## src/rtl/mips_pkg.sv

```systemverilog
// rtl/mips_pkg.sv - shared widths, reset PC and NOP encoding for the MIPS pipeline
package mips_pkg;
    localparam int          DEF_PC_W     = 32;
    localparam int          DEF_INSTR_W  = 32;
    localparam logic [31:0] DEF_RESET_PC = 32'h0000_0000;
    localparam logic [31:0] INSTR_NOP    = 32'h0000_0000;
    localparam int          CNT_W        = 16;
endpackage

```

## src/rtl/pc_if_stage_if.sv

```systemverilog
// rtl/pc_if_stage_if.sv - fetch bus: PC out to imem/incrementer, instruction and PC+1 back
interface pc_if_stage_if #(
    parameter int PC_W    = 32,
    parameter int INSTR_W = 32
);
    logic [PC_W-1:0]    pc;
    logic [PC_W-1:0]    pc_plus_in;
    logic [INSTR_W-1:0] imem_rdata;

    modport master (output pc, input pc_plus_in, input imem_rdata);
    modport slave  (input pc, output pc_plus_in, output imem_rdata);
endinterface

```

## src/rtl/if_id_reg.sv

```systemverilog
// rtl/if_id_reg.sv - IF/ID pipeline register with rst > flush > stall > load priority
module if_id_reg #(
    parameter int PC_W    = 32,
    parameter int INSTR_W = 32
) (
    input  logic               clk,
    input  logic               rst,
    input  logic               flush,
    input  logic               stall,
    input  logic [INSTR_W-1:0] instr_i,
    input  logic [PC_W-1:0]    pc_plus_i,
    output logic [INSTR_W-1:0] instr_o,
    output logic [PC_W-1:0]    pc_plus_o,
    output logic               valid_o
);
    import mips_pkg::*;

    logic [INSTR_W-1:0] instr_q, instr_d;
    logic [PC_W-1:0]    pc_plus_q, pc_plus_d;
    logic               valid_q, valid_d;

    // Flush beats stall so a wrong-path fetch is never held in place.
    always_comb begin
        instr_d   = instr_q;
        pc_plus_d = pc_plus_q;
        valid_d   = valid_q;
        if (flush) begin
            instr_d   = INSTR_W'(INSTR_NOP);
            pc_plus_d = '0;
            valid_d   = 1'b0;
        end else if (!stall) begin
            instr_d   = instr_i;
            pc_plus_d = pc_plus_i;
            valid_d   = 1'b1;
        end
    end

    always_ff @(posedge clk) begin
        if (rst) begin
            instr_q   <= INSTR_W'(INSTR_NOP);
            pc_plus_q <= '0;
            valid_q   <= 1'b0;
        end else begin
            instr_q   <= instr_d;
            pc_plus_q <= pc_plus_d;
            valid_q   <= valid_d;
        end
    end

    assign instr_o   = instr_q;
    assign pc_plus_o = pc_plus_q;
    assign valid_o   = valid_q;
endmodule

```

## src/rtl/pc_if_stage.sv

```systemverilog
// rtl/pc_if_stage.sv - fetch-stage PC register, next-PC select, redirect counter and IF/ID
module pc_if_stage
    import mips_pkg::*;
#(
    parameter int          PC_W     = DEF_PC_W,
    parameter int          INSTR_W  = DEF_INSTR_W,
    parameter logic [31:0] RESET_PC = DEF_RESET_PC
) (
    input  logic                 clk,
    input  logic                 rst,
    input  logic                 stall,
    input  logic                 flush,
    input  logic                 br_taken,
    input  logic [PC_W-1:0]      br_target,
    input  logic                 jump,
    input  logic [PC_W-1:0]      jump_target,
    pc_if_stage_if.master        fbus,
    output logic [INSTR_W-1:0]   if_id_instr,
    output logic [PC_W-1:0]      if_id_pc_plus,
    output logic                 if_id_valid,
    output logic [CNT_W-1:0]     redirect_cnt
);
    logic [PC_W-1:0]  pc_q, pc_d;
    logic [CNT_W-1:0] cnt_q, cnt_d;
    logic             redirect;

    assign redirect = jump | br_taken;

    // A resolved control transfer outranks a stall so it is never dropped.
    always_comb begin
        pc_d = fbus.pc_plus_in;
        if (jump) begin
            pc_d = jump_target;
        end else if (br_taken) begin
            pc_d = br_target;
        end else if (stall) begin
            pc_d = pc_q;
        end
    end

    always_comb begin
        cnt_d = cnt_q;
        if (redirect && (cnt_q != {CNT_W{1'b1}})) begin
            cnt_d = cnt_q + 1'b1;
        end
    end

    always_ff @(posedge clk) begin
        if (rst) begin
            pc_q  <= PC_W'(RESET_PC);
            cnt_q <= '0;
        end else begin
            pc_q  <= pc_d;
            cnt_q <= cnt_d;
        end
    end

    assign fbus.pc      = pc_q;
    assign redirect_cnt = cnt_q;

    if_id_reg #(
        .PC_W    (PC_W),
        .INSTR_W (INSTR_W)
    ) u_if_id_reg (
        .clk       (clk),
        .rst       (rst),
        .flush     (flush),
        .stall     (stall),
        .instr_i   (fbus.imem_rdata),
        .pc_plus_i (fbus.pc_plus_in),
        .instr_o   (if_id_instr),
        .pc_plus_o (if_id_pc_plus),
        .valid_o   (if_id_valid)
    );
endmodule
```

## src/flat_wrapper.sv

```systemverilog
// flat-port wrapper written by rule: the top's interface ports become plain ports
module pc_if_stage_flat import mips_pkg::*;
#(
    parameter int          PC_W     = DEF_PC_W,
    parameter int          INSTR_W  = DEF_INSTR_W,
    parameter logic [31:0] RESET_PC = DEF_RESET_PC
)
  (clk, rst, stall, flush, br_taken, br_target, jump, jump_target, if_id_instr, if_id_pc_plus, if_id_valid, redirect_cnt, fbus_pc, fbus_pc_plus_in, fbus_imem_rdata);
  pc_if_stage_if #(.PC_W(PC_W), .INSTR_W(INSTR_W)) fbus_i ();
  input  logic clk;
  input  logic rst;
  input  logic stall;
  input  logic flush;
  input  logic br_taken;
  input  logic [PC_W-1:0] br_target;
  input  logic jump;
  input  logic [PC_W-1:0] jump_target;
  output logic [INSTR_W-1:0] if_id_instr;
  output logic [PC_W-1:0] if_id_pc_plus;
  output logic if_id_valid;
  output logic [CNT_W-1:0] redirect_cnt;
  output wire logic [$bits(fbus_i.pc)-1:0] fbus_pc;
  input wire logic [$bits(fbus_i.pc_plus_in)-1:0] fbus_pc_plus_in;
  input wire logic [$bits(fbus_i.imem_rdata)-1:0] fbus_imem_rdata;
  assign fbus_pc = fbus_i.pc;
  assign fbus_i.pc_plus_in = fbus_pc_plus_in;
  assign fbus_i.imem_rdata = fbus_imem_rdata;
  pc_if_stage #(.PC_W(PC_W), .INSTR_W(INSTR_W), .RESET_PC(RESET_PC)) u_core (.clk(clk), .rst(rst), .stall(stall), .flush(flush), .br_taken(br_taken), .br_target(br_target), .jump(jump), .jump_target(jump_target), .fbus(fbus_i), .if_id_instr(if_id_instr), .if_id_pc_plus(if_id_pc_plus), .if_id_valid(if_id_valid), .redirect_cnt(redirect_cnt));
endmodule
```

## config.mk

```make
export PLATFORM = sky130hd
export DESIGN_NAME = pc_if_stage_flat
export DESIGN_NICKNAME = d
export VERILOG_FILES = /design/src/rtl/mips_pkg.sv /design/src/rtl/pc_if_stage_if.sv /design/src/rtl/if_id_reg.sv /design/src/rtl/pc_if_stage.sv /design/src/flat_wrapper.sv
export SDC_FILE = /design/constraint.sdc
export NUM_CORES = 1
export LEC_CHECK = 0
export BUFFER_PORTS_ARGS = -buffer_cell sky130_fd_sc_hd__buf_2
export CORE_MARGIN = 4
export CORE_UTILIZATION = 25
export DETAILED_ROUTE_END_ITERATION = 12
export PLACE_DENSITY_LB_ADDON = 0.2
export SYNTH_ARGS = -nofsm -noshare
export SYNTH_HDL_FRONTEND = slang
export SYNTH_HIERARCHICAL = 1
export SYNTH_SLANG_ARGS = --single-unit
```

## constraint.sdc

```tcl
create_clock -name clk -period 2.5 [get_ports clk]
set_clock_uncertainty 0.05 [all_clocks]
set_input_delay 0 -clock clk [delete_from_list [all_inputs] [get_ports clk]]
set_output_delay 0 -clock clk [all_outputs]
set_load 0.1 [all_outputs]
```

# Yosys cells after proc, flatten, opt, wreduce, memory -nomap -nowiden

Index checks and enable logic that the tools add are counted.

$add $sub $neg: 1
Eq/ne operators: 2
Muxes and demuxes: 3
Bitwise gates (word level): 1
Reduce and logical (&&, ||, !) cells: 2

Operators by type and width:

| cell                                                            | number |
|---|---|
| 32-bit two-way mux                                              | 3 |
| 16-bit by 1-bit adder with 16-bit output, second input constant | 1 |
| 16-bit != test, second input constant                           | 1 |
| 3-bit by 1-bit != test with 1-bit output, second input constant | 1 |
| 2-bit OR reduction                                              | 1 |
| 1-bit logical AND                                               | 1 |
| 1-bit bitwise OR                                                | 1 |

Bits in registers: 113
Bits of input ports: 134
Output and inout bits: 113
Logic and storage cells: 14

# Logic depth before layout (Yosys ltp)

Word-level depth: 3
Mapped depth: 7
Gate-level depth less buffers: 5

# By module

The synthesis kept the hierarchy.

By module, submodules not included:

| module      | instances | cells each | area an instance (sq um) | seq. area each (sq um) |
|---|---|---|---|---|
| pc_if_stage | 1         | 347        | 2,573.7                  | 960.9 |
| if_id_reg   | 1         | 210        | 2,306.0                  | 1,301.2 |

# Least setup slack after synthesis

OpenSTA, ideal clock, no wires.

Path type: register to register
From: reg u_core.cnt_q[0], in the netlist u_core/redirect_cnt[0]
To: reg u_core.cnt_q[12], in the netlist u_core/redirect_cnt[12]
Setup time: 0.123 ns
Data arrival time: 2.543 ns
Required time: 2.327 ns
Path slack: -0.216 ns
Stages on the path, launching flop included: 6
Path buffers: 0
Period minus slack after synthesis: 2.716 ns
Cell sequence: dfxtp_1 ha_1 o211ai_1 or2_1 or4_1 mux2_1

Longest elaborated chain between the ends: 2
Elaborated cells between the ends (all ways): 3
Those cells by class: 1 x add/sub; 1 x eq/ne; 1 x reduce/logical

Ends and longest elaborated chain:

| element                                                                          | RTL line          | text |
|---|---|---|
| start: declaration                                                               | pc_if_stage.sv:24 | `logic [CNT_W-1:0] cnt_q, cnt_d;` |
| start signal: assignment                                                         | pc_if_stage.sv:54 | `cnt_q <= cnt_d;` |
| branches (longest 2 deep; another with 16-bit by 1-bit adder with 16-bit output) | n/a               |  |

Several ways; the timed one is not identified.
A chain may end at the register's enable or synchronous reset.

# Worst setup path in the final report

Ends and elaborated chain as after synthesis.

==> metrics.md <==
| Metric | Value |
|---|---|
| Outcome | finished, final reports clean |
| Antenna violations before repair | 1 |
| CTS resizes | 0 |
| Synth Warn # | 6 |
| Max-slew violations | 0 |
| Least-Margin Pin Slew | 884 ps |
| DIE WIDTH | 148 µm |
| Full die area | 21800 µm² |
| Cell Chain, Critical Path | ha_1 > o211ai_1 > or2_1 > or4_1 > mux2_1 |
| Total GRT Usage | 15.9% |
| Slowest cell on crit path | or4_1 |
| DP Area | 6330 µm² |
| Design area | between 7000 and 8000 µm² |
| GRT overflow | 0 |
| CP endpoint kind | register |
| Fill cells | 1903 |
| Power density cells | 693 nW/µm² |
| Sequential cell area fraction in the yosys report | 46.4% |
| Clk slew on worst S/H paths | 60 ps |
| Syn Inst Count | 557 |
| Tmin final | 2010 ps |
| Detailed-route vias per instance | approximately 4.4 |
| Share of cells above drive strength 1 | 32.7% |
| Mapped Nets | 692 |
| Maximum VDD drop | 379 µV |
| Mapped cell area | 4880 µm² |
| TritonCTS Buffers | 17 |
| Flops & latches, synth | roughly 110 |
| Number of H-tree levels | 4 |
| # Post-CTS Setup Buffers | 0 |
| CTS tree | done |
| Rows | 50 |
| Leakage power | ~3.9 nW |
| Crit start category | register |
| CP Buf/Inv Count | 0 |
| RSZ-0062 raised after global routing | no |
| Register area | ~2300 µm² |
| Residual DRC | 0 |
| Root Driver | clkbuf_16 |
| WL per Instance | ~15 µm |
| PortBufs | approximately 250 |
| Clk_lat worst skew | just over 400 ps |
| Detailed-route via count | just over 5000 |
| First-pass GRT wire length | 27300 µm |
| Required time worst endpoint | 2740 ps |
| Drt first pass iters | 4 |
| Fmax | 496 MHz |
| Total power | 0.00551 W |
| CP delay by family, top | simple AND/OR/NAND/NOR gates |
| Largest net degree at the start of global routing | 53 |
| Final Setup Violations | 0 |
| DR iter-0 viols | 174 |
| Initial core utilization | 25.7% |
| Vias in the first global route | 5149 |
| Die height | around 150 µm |
| Area growth syn-to-layout | 62.9% |
| Routability cong. | 0.735 |
| Min-Delay Path Class | in2reg |
| Final wirelength | around 18000 µm |
| Detail Route Antenna Nets | 0 |
| Post-synthesis cell type count | 30 |
| Critical path class | reg2reg |
| Critical path peak fanout | 5 |
| Setup TNS | 0 ps |
| # hold bufs at CTS | 104 |
| Average size of a mapped cell | 8.76 µm² |
| Multi-input logic area | 2390 µm² |
| Maxcap violations | 0 |
| Synth top area share | 46.4% |
| Synth top area cells | dfxtp_1 (46%), mux2i_1 (20%), nand2_1 (7.8%), nor2_1 (5.5%), a21oi_1 (4.5%) |
| Core area | approximately 19000 µm² |
| Clock Path Buffers | 2 |
| Count of final hold-check violations | 0 |
| Nets | 1032 |
| Dpl hpwl | roughly 12000 µm |
| Tcrit/Tclk final | between 80% and 90% |
| Fin Hold WS | between 20 and 30 ps |
| Largest stage delay, worst path | 530 ps |
| Largest area contributor in the netlist | dfxtp_1 |
| Clock Sinks | 113 |
| Slew Limit Headroom | 41.0% |
| I/O pin total | 247 |
| Critical path arrival | 2250 ps |
metrics by stage:
| step | setup WS (ps) | utilization (%) | instances |
|---|---|---|---|
| 2_1_floorplan | -11.3 | - | 557 |
| 3_3_place_gp | 517 | 33.4 | 1034 |
| 3_5_place_dp | 496 | 33.4 | 1034 |
| 4_1_cts | 485 | 41.9 | 1170 |
| 5_1_grt | 320 | 41.9 | 1171 |
| 6_report | 485 | 41.9 | 1171 |
worst paths after layout:
| check | startpoint | to | slack, ps | depth (start not counted) |
|---|---|---|---|---|
| setup reg to reg | u_core/redirect_cnt[0] | u_core/redirect_cnt[12] | 490 | 5 |
| hold / removal | br_target[23] | u_core/fbus.pc[23] | 30 | 5 |
| setup / recovery | u_core/redirect_cnt[0] | u_core/redirect_cnt[12] | 490 | 5 |
| hold reg to reg | u_core/fbus.pc[30] | u_core/fbus.pc[30] | 400 | 2 |
where the power goes:
group / switching, W / internal, W
sequential: 0.0000373 / 0.00188
clock: 0.000860 / 0.00152
combinational: 0.000849 / 0.000367
logic make-up (layout without fill, tap and decap cells):
family                     after synthesis  after routing  share of synthesized area, %
AOI/OAI and AO/OA                       89             89                          9.59
adders and majority gates                1              1                         0.256
buffers and inverters                   45            398                          4.85
DFF                                    113            113                          46.4
muxes                                  100            100                          20.6
other                                    0              1                             0
and+or+nand+nor                        209            209                          18.3
flip-flops by register name, summed over array words and instances, names as in the netlist:
| register | flops |
|---|---|
| u_core/u_if_id_reg/pc_plus_o | 32 |
| u_core/fbus.pc | 32 |
| u_core/u_if_id_reg/instr_o | 32 |
| u_core/redirect_cnt | 16 |
| u_core/u_if_id_reg/valid_o | 1 |
worst reg2reg max path: stages (launching register included):
cell,delay (ps)
dfxtp_2,350
ha_1,230
o211ai_1,120
or2_1,290
or4_1,530
mux2_1,320
synthesized netlist by cell type:
| cell type | n |
|---|---|
| o211ai_1 | 1 |
| nor2_1 | 71 |
| a21oi_1 | 44 |
| nand2_1 | 101 |
| or4_1 | 6 |
| and4bb_2 | 1 |
| buf_2 | 12 |
| mux2i_1 | 96 |
| nand4_2 | 1 |
| buf_4 | 2 |
| nor2b_1 | 5 |
| clkbuf_1 | 21 |
| nor3_1 | 1 |
| mux2_2 | 1 |
| dfxtp_1 | 113 |
| nand4_1 | 3 |
| ha_1 | 1 |
| or3_1 | 6 |
| or3b_2 | 1 |
| a211oi_1 | 1 |
| nand3_1 | 5 |
| o31ai_1 | 7 |
| nor4_1 | 4 |
| or4_2 | 1 |
| o21ai_0 | 36 |
| and2_1 | 1 |
| mux2_1 | 3 |
| or2_1 | 2 |
| inv_1 | 4 |
| buf_6 | 6 |
per-layer routing:
metal	up-vias	routed length, µm	part of all wire (%)	track usage (%)
met5	-	0	0	0
met4	0	361	2.0	6.38
met3	24	845	4.8	4.14
met2	136	8970	51	27.7
met1	2351	7530	43	18.5
li1	2586	-	-	-
layout make-up:
cell class | instances | share of cell area [%]
timing repair buffer | 362 | 29.9
clock buffer | 23 | 5.89
multi-input combinational | 399 | 30.0
sequential | 113 | 28.5
tap | 260 | 4.09
antenna | 1 | 0.0315
clock inverter | 9 | 1.35
inverter | 4 | 0.189
cell usage in the layout, fill, tap and decap left out, drive strengths merged, types with 4 or more instances in the layout:
master	count
buf	258
dfxtp	113
dlygate4sd3	104
nand2	101
mux2i	96
nor2	71
a21oi	44
o21ai	36
clkbuf	23
o31ai	7
or4	7
or3	6
nand3	5
nor2b	5
clkinv	5
inv	4
nand4	4
nor4	4
mux2	4
Power figures use the tool's default switching activity.
